--- src/rtl/calyx_main_pkg.sv ---
// Shared types and default constants for the calyx_main Fibonacci component.
// Enum ordering is arbitrary; only the names are referenced by the design.
package calyx_main_pkg;

    typedef enum logic [2:0] {
        IDLE,
        INIT,
        LOOP,
        WRITE,
        DONE
    } state_e;

    localparam int DEFAULT_WIDTH = 32;
    localparam int DEFAULT_ITERS = 10;

endpackage

--- src/rtl/calyx_std_reg.sv ---
// Calyx-style register: loads in when write_en is high and raises done
// one cycle after each write.
module calyx_std_reg #(
    parameter int WIDTH = 32
) (
    input  logic             clk,
    input  logic             rst_n,
    input  logic [WIDTH-1:0] in,
    input  logic             write_en,
    output logic [WIDTH-1:0] out,
    output logic             done
);

    always_ff @(posedge clk or negedge rst_n) begin
        if (!rst_n) begin
            out  <= '0;
            done <= 1'b0;
        end else begin
            if (write_en) begin
                out <= in;
            end
            done <= write_en;
        end
    end

endmodule

--- src/rtl/calyx_main.sv ---
// Iterative Fibonacci component with go/done handshake.
// Define CALYX_MAIN_OBS_EN to expose result_o and busy_o.
module calyx_main
    import calyx_main_pkg::*;
#(
    parameter int WIDTH = DEFAULT_WIDTH,
    parameter int ITERS = DEFAULT_ITERS
) (
    input  logic             clk,
    input  logic             rst_n,
    input  logic             go,
    output logic             done
`ifdef CALYX_MAIN_OBS_EN
    ,
    output logic [WIDTH-1:0] result_o,
    output logic             busy_o
`endif
);

    localparam int IW = (ITERS > 0) ? $clog2(ITERS + 1) : 1;
    localparam logic [IW-1:0] LAST = IW'((ITERS > 0) ? ITERS - 1 : 0);

    state_e          state;
    logic [IW-1:0]   i;
    logic [WIDTH-1:0] a;
    logic [WIDTH-1:0] b;
    logic [WIDTH-1:0] a_in;
    logic [WIDTH-1:0] b_in;
    logic [WIDTH-1:0] result;
    logic            ab_en;
    logic            res_en;
    logic            a_done;
    logic            b_done;
    logic            unused_done;

    assign ab_en  = (state == INIT) || (state == LOOP);
    assign res_en = (state == WRITE);
    assign a_in   = (state == INIT) ? '0 : b;
    assign b_in   = (state == INIT) ? WIDTH'(1) : a + b;

    always_ff @(posedge clk or negedge rst_n) begin
        if (!rst_n) begin
            state <= IDLE;
            i     <= '0;
        end else begin
            unique case (state)
                IDLE: begin
                    if (go) begin
                        state <= INIT;
                    end
                end
                INIT: begin
                    i     <= '0;
                    state <= (ITERS > 0) ? LOOP : WRITE;
                end
                LOOP: begin
                    i <= i + 1'b1;
                    if (i == LAST) begin
                        state <= WRITE;
                    end
                end
                WRITE: state <= DONE;
                DONE:  state <= IDLE;
                default: state <= IDLE;
            endcase
        end
    end

    calyx_std_reg #(.WIDTH(WIDTH)) u_a (
        .clk      (clk),
        .rst_n    (rst_n),
        .in       (a_in),
        .write_en (ab_en),
        .out      (a),
        .done     (a_done)
    );

    calyx_std_reg #(.WIDTH(WIDTH)) u_b (
        .clk      (clk),
        .rst_n    (rst_n),
        .in       (b_in),
        .write_en (ab_en),
        .out      (b),
        .done     (b_done)
    );

    // The result write happens only in WRITE, so its delayed done lands
    // exactly on the DONE-state cycle.
    calyx_std_reg #(.WIDTH(WIDTH)) u_result (
        .clk      (clk),
        .rst_n    (rst_n),
        .in       (a),
        .write_en (res_en),
        .out      (result),
        .done     (done)
    );

    assign unused_done = a_done ^ b_done;

`ifdef CALYX_MAIN_OBS_EN
    assign result_o = result;
    assign busy_o   = (state != IDLE);
`endif

endmodule

--- config.mk ---
export PLATFORM = sky130hd
export DESIGN_NAME = calyx_main
export DESIGN_NICKNAME = d
export VERILOG_FILES = /design/src/rtl/calyx_main_pkg.sv /design/src/rtl/calyx_std_reg.sv /design/src/rtl/calyx_main.sv
export SDC_FILE = /design/constraint.sdc
export NUM_CORES = 1
export LEC_CHECK = 0
export CORE_MARGIN = 3
export CORE_UTILIZATION = 53
export DETAILED_ROUTE_END_ITERATION = 8
export HOLD_SLACK_MARGIN = 0.15
export MAX_ROUTING_LAYER = met4
export PLACE_DENSITY = 0.78
export SLEW_MARGIN = 20
export SYNTH_ARGS = -nofsm -noshare
export SYNTH_HDL_FRONTEND = slang
export SYNTH_HIERARCHICAL = 1
export SYNTH_SLANG_ARGS = --single-unit
export TNS_END_PERCENT = 30
--- constraint.sdc ---
create_clock -name clk -period 3.89 [get_ports clk]
set_clock_uncertainty 0.2 [all_clocks]
set_input_delay 0.9725 -clock clk [delete_from_list [all_inputs] [get_ports clk]]
set_output_delay 0.9725 -clock clk [all_outputs]
set_load 0.03 [all_outputs]
==> metrics.cfg, run 1 <==
[logic_synthesis]
synthCells=43
synthesis.area_um2=399
syn_nets=48
yosysWarnings=6
avgSynthCellArea_um2=9.28

[status]
status=aborted with a tool error
error_line=[ERROR PDN-0185] Insufficient width (27.14 um) to add straps on layer met4 in grid "grid" with total strap width 15.2 um and offset 13.6 um.
failing_step=power grid generation (2_4_floorplan_pdn)

[floorplanning]
rows=9
start_util_pct=60.1
die_h_um=33.4
die_x_um=33.4

==> run 2: changes to the inputs <==
--- a/config.mk
+++ b/config.mk
@@ -6,11 +6,9 @@
 export NUM_CORES = 1
 export LEC_CHECK = 0
 export CORE_MARGIN = 3
-export CORE_UTILIZATION = 53
+export CORE_UTILIZATION = 38
 export DETAILED_ROUTE_END_ITERATION = 8
-export HOLD_SLACK_MARGIN = 0.15
-export MAX_ROUTING_LAYER = met4
-export PLACE_DENSITY = 0.78
+export PLACE_DENSITY_LB_ADDON = 0.15
 export SLEW_MARGIN = 20
 export SYNTH_ARGS = -nofsm -noshare
 export SYNTH_HDL_FRONTEND = slang
==> metrics.cfg, run 2 <==
[status]
status=completed

[cts]
postCtsSetupRepairBufs=0
root_buffer=clkbuf_2
cts_buffer_depth=2
clk_pin_slew_ns=0.08
cts_resized=0
postCtsHoldBufs=0
cts_tree=built
clk_latency_ns=0.23
cts_buffers=3
cts_max_level=1
cts.sink_count=8

[critical_path]
crit_path_start_kind=flip-flop
cp_data_arrival_time_ns=1.24
crit_required_ns=2.72
cpLargestDelayFamily=buffers and inverters
crit_chain=clkdlybuf4s50_1
r2r-start=i[1]
worstPathMaxFanout=1
cp-end-kind=output port
crit_cells=1
path_buf_inv=1
critPathMaxStageDelay_ns=0.66
ff2ff_path_depth=5
r2r_end=i[1]
r2r_slack_ns=2.51
worstSetupPathType=flip-flop to output port
crit_slowest_cell=clkdlybuf4s50_1

[sta]
max_slew_margin_pct=74.6
slew_viol_final=0
holdWs_ns=0.370
setup_viol=0
worst_pin_slew_ns=0.381
setup_tns_ns=0
final_hold_viol_count=0
rsz0062_at_grt=no
setup_ws_ns=1.48
min_period_over_period_pct=61.9
min_period_ns=2.41
fmax_mhz=415

[logic_synthesis]
synthesis.area_um2=399
avgSynthCellArea_um2=9.28
yosysWarnings=6
synthCells=43
syn_nets=48

[routing]
vias=313
viasPerCell=5.31
drc=0
initialDrtViolationCount=4
drt_wl_total_um=728
avgRoutedWirePerCell_um=12.3
ant_nets=0
drt_first_pass_iters=3

[final_layout]
fin_nets=53
largest_reg_flops=4
final_cell_mix=dfrtp_1 (8), a21oi_1 (6), o21ai_0 (6)
area_delta_synth_final_pct=12.5
top_regs=i (4), state (3), u_result/done (1)
antenna_cells=0
final.fill_count=90
final_cell_area_um2=449
drive_gt1_share_pct=6.52
final_common_cell=dfrtp_1
largest_register=i

[power_and_ir_drop]
max-vdd-ir-drop_uv=236
p_seq_share_pct=52.4
p_per_area_nw_per_um2=713
power.leakage_nw=0.194
p_clk_share_pct=15.4
totalPowerFinal_mw=0.320
p_sw_mw=0.135
p_int_mw=0.185
p_sw_share_pct=42.2
power_frac_comb_pct=32.2

[placed_design]
place_area_um2=434
place_ws_ns=1.74
gp_congestion=0.764
port_buffers=3

[global_routing]
overflow=0
antenna_found_initial=0
grt_first_pass_wirelength_um=1270
grt_use_total_pct=13.3
grt_max_degree=14
grt_pass1_vias=303

[hold_path]
hp-start=i[3]
hold_end=i[3]
hold_class=flip-flop to flip-flop
hold_depth=2

[floorplanning]
ioPinCount=4
start_util_pct=42.0
fp.dieArea_um2=1480
die_x_um=38.4
rows=11
coreArea_um2=950
die_h_um=38.4

[run]
drv_cap=0

## run 2: per-stage QoR
stage / utilization [%] / std cells
after detailed placement: 45.7 / 56
after global placement: 45.7 / 56
after global routing: 47.3 / 59
final: 47.3 / 59
after CTS: 47.3 / 59
after floorplan: - / 43
## run 2: power by group through the flow
stage | Sequential (mW) | Clock [mW] | Combinational (mW)
global placement | 0.164 | 0 | 0.100
CTS | 0.167 | 0.0505 | 0.104
floorplan | 0.150 | 0 | 0.0932
finish | 0.168 | 0.0492 | 0.103
detailed placement | 0.169 | 0 | 0.104
global route | 0.176 | 0.0559 | 0.118
## run 2: final cells by class
| class | instances | area, um2 | share of cell area [%] |
|---|---|---|---|
| Sequential cell | 8 | 200 | 44.6 |
| Tap cell | 13 | 16.3 | 3.62 |
| Timing Repair Buffer | 3 | 30.0 | 6.69 |
| Multi-Input combinational cell | 30 | 180 | 40.1 |
| Clock buffer | 3 | 15.0 | 3.34 |
| Inverter | 2 | 7.51 | 1.67 |
## run 2: worst max path at each step
stage	start	to	slack, ns
5_1_grt	u_result/done	done	1.44
4_1_cts	u_result/done	done	1.47
6_report	u_result/done	done	1.48
3_3_place_gp	u_result/done	done	1.76
2_1_floorplan	u_result/done	done	2.25
3_5_place_dp	u_result/done	done	1.74
## run 2: layer usage
layer / track usage (%) / vias to the layer above / routed length, um
met5: 0 / - / 0
met4: 7.69 / 0 / 18
met3: 5.81 / 4 / 40
met2: 21.8 / 6 / 340
met1: 13.9 / 145 / 329
li1: - / 158 / -
## run 2: tightest hold or removal path, stage by stage (launching register included)
cell	delay [ns]
dfrtp_1	0.38
o21ai_0	0.09
o21ai_0	0.06
Note: power is estimated with default switching activity, not from simulation.
==> run 3: changes to the inputs <==
==> constraint.sdc (replaced) <==
create_clock -name clk -period 1.9 [get_ports clk]
set_clock_uncertainty 0.2 [all_clocks]
set_input_delay 0.475 -clock clk [delete_from_list [all_inputs] [get_ports clk]]
set_output_delay 0.475 -clock clk [all_outputs]
set_load 0.03 [all_outputs]
==> metrics.cfg, run 3 (synthesis gave the netlist of run 2 again) <==
[power_and_ir_drop]
max-vdd-ir-drop_uv=483
power.leakage_nw=0.198
p_sw_share_pct=42.5
p_clk_share_pct=15.5
power_frac_comb_pct=31.8
p_sw_mw=0.277
totalPowerFinal_mw=0.651
p_per_area_nw_per_um2=1450
p_int_mw=0.375
p_seq_share_pct=52.7

[global_routing]
grt_first_pass_wirelength_um=1270
antenna_found_initial=0
grt_max_degree=14
grt_pass1_vias=303
use_met3_pct=5.81
grt_use_total_pct=13.3
overflow=0
use_met1_pct=13.9
met2_usage_pct=21.8
grt.busiest_layer=met2

[cts]
clk_latency_ns=0.23
root_buffer=clkbuf_2
clk_pin_slew_ns=0.08
cts_max_level=1
cts_buffer_depth=2
cts_buffers=3
cts_tree=built
cts.sink_count=8

[routing]
initialDrtViolationCount=4
ant_nets=0
avgRoutedWirePerCell_um=12.3
drt_first_pass_iters=3
drt_wl_total_um=728
drc=0
viasPerCell=5.31
vias=313

[final_layout]
final_common_cell=dfrtp_1
antenna_cells=0
final_cells=59
final_cell_mix=dfrtp_1 (8), a21oi_1 (6), o21ai_0 (6)
top_regs=i (4), state (3), u_result/done (1)
drive_gt1_share_pct=6.52
largest_reg_flops=4
final_cell_area_um2=448
area_delta_synth_final_pct=12.2
largest_register=i
fin_nets=53

[sta]
rsz0062_at_grt=no
setup_ws_ns=0.263
min_period_ns=1.64
fmax_mhz=611
max_slew_margin_pct=74.6
final_hold_viol_count=0
slew_viol_final=0
worst_pin_slew_ns=0.381
min_period_over_period_pct=86.2
setup_tns_ns=0
setup_viol=0

[critical_path]
cp-end-kind=output port
cp_data_arrival_time_ns=0.96
cpLargestDelayFamily=buffers and inverters
r2r_end=i[1]
crit_required_ns=1.22
crit_slowest_cell=dlygate4sd2_1
ff2ff_path_depth=5
path_buf_inv=1
crit_path_start_kind=flip-flop
worstSetupPathType=flip-flop to output port
r2r-start=i[1]
critPathMaxStageDelay_ns=0.39
crit_chain=dlygate4sd2_1
r2r_slack_ns=0.52
worstPathMaxFanout=1

[placed_design]
dp.cells=56
place_area_um2=434
port_buffers=3
gp_congestion=0.764
place_ws_ns=0.246

[run]
drv_cap=0

[floorplanning]
die_h_um=38.4
fp.dieArea_um2=1480
rows=11
die_x_um=38.4
coreArea_um2=950
ioPinCount=4
start_util_pct=42.0

[hold_path]
hold_class=input port to asynchronous set/reset pin

[status]
status=completed

run 3: cell count changes in the layout (fill, tap and decap cells not counted), sizes merged:
cell	delta
clkdlybuf4s50	-1
dlygate4sd2	+1
run 3: cell type report:
cell class	count	area (um2)
clock buffer	3	15.0
fill	91	502
inverter	2	7.51
multi-input combinational	30	180
sequential	8	200
tap	13	16.3
timing repair buffer	3	28.8
run 3: metrics by stage:
stage / util, % / hold slack, ns
2_1_floorplan: - / -0.0206
3_3_place_gp: 45.7 / 0.340
3_5_place_dp: 45.7 / 0.352
4_1_cts: 47.2 / 0.323
5_1_grt: 47.2 / 0.332
6_report: 47.2 / 0.309
run 3: worst max-delay path by stage:
stage | start | to | slack (ns) | cells past startpoint
detailed placement | u_result/done | done | 0.25 | 1
floorplan | state[1] | i[1] | 0.60 | 5
global route | u_result/done | done | 0.22 | 1
finish | u_result/done | done | 0.26 | 1
CTS | u_result/done | done | 0.25 | 1
global placement | u_result/done | done | 0.26 | 1
run 3: power groups by stage:
stage / logic, mW / registers, mW / clock network [mW]
finish: 0.207 / 0.343 / 0.101
global route: 0.237 / 0.360 / 0.114
CTS: 0.210 / 0.342 / 0.103
detailed placement: 0.213 / 0.346 / 0
global placement: 0.205 / 0.337 / 0
floorplan: 0.191 / 0.308 / 0
run 3: per-layer routing:
layer  share of wire, %  vias up
met5                  0        -
met4                2.5        0
met3                5.5        4
met2                 47        6
met1                 45      145
li1                   -      158
run 3: what timing repair did:
item / in CTS / in global routing
endpoints found under the setup margin: 1 / 0
gates resized for setup: 1 / 0
hold buffers: 0 / 0
buffers inserted: 0 / 0
==> run 4: changes to the inputs <==
--- a/config.mk
+++ b/config.mk
@@ -5,11 +5,12 @@
 export SDC_FILE = /design/constraint.sdc
 export NUM_CORES = 1
 export LEC_CHECK = 0
+export CAP_MARGIN = 30
 export CORE_MARGIN = 3
 export CORE_UTILIZATION = 38
 export DETAILED_ROUTE_END_ITERATION = 8
 export PLACE_DENSITY_LB_ADDON = 0.15
-export SLEW_MARGIN = 20
+export SLEW_MARGIN = 40
 export SYNTH_ARGS = -nofsm -noshare
 export SYNTH_HDL_FRONTEND = slang
 export SYNTH_HIERARCHICAL = 1
==> results of run 4 <==
Same layout as run 3: the final DEF is identical, and so are final timing and power.
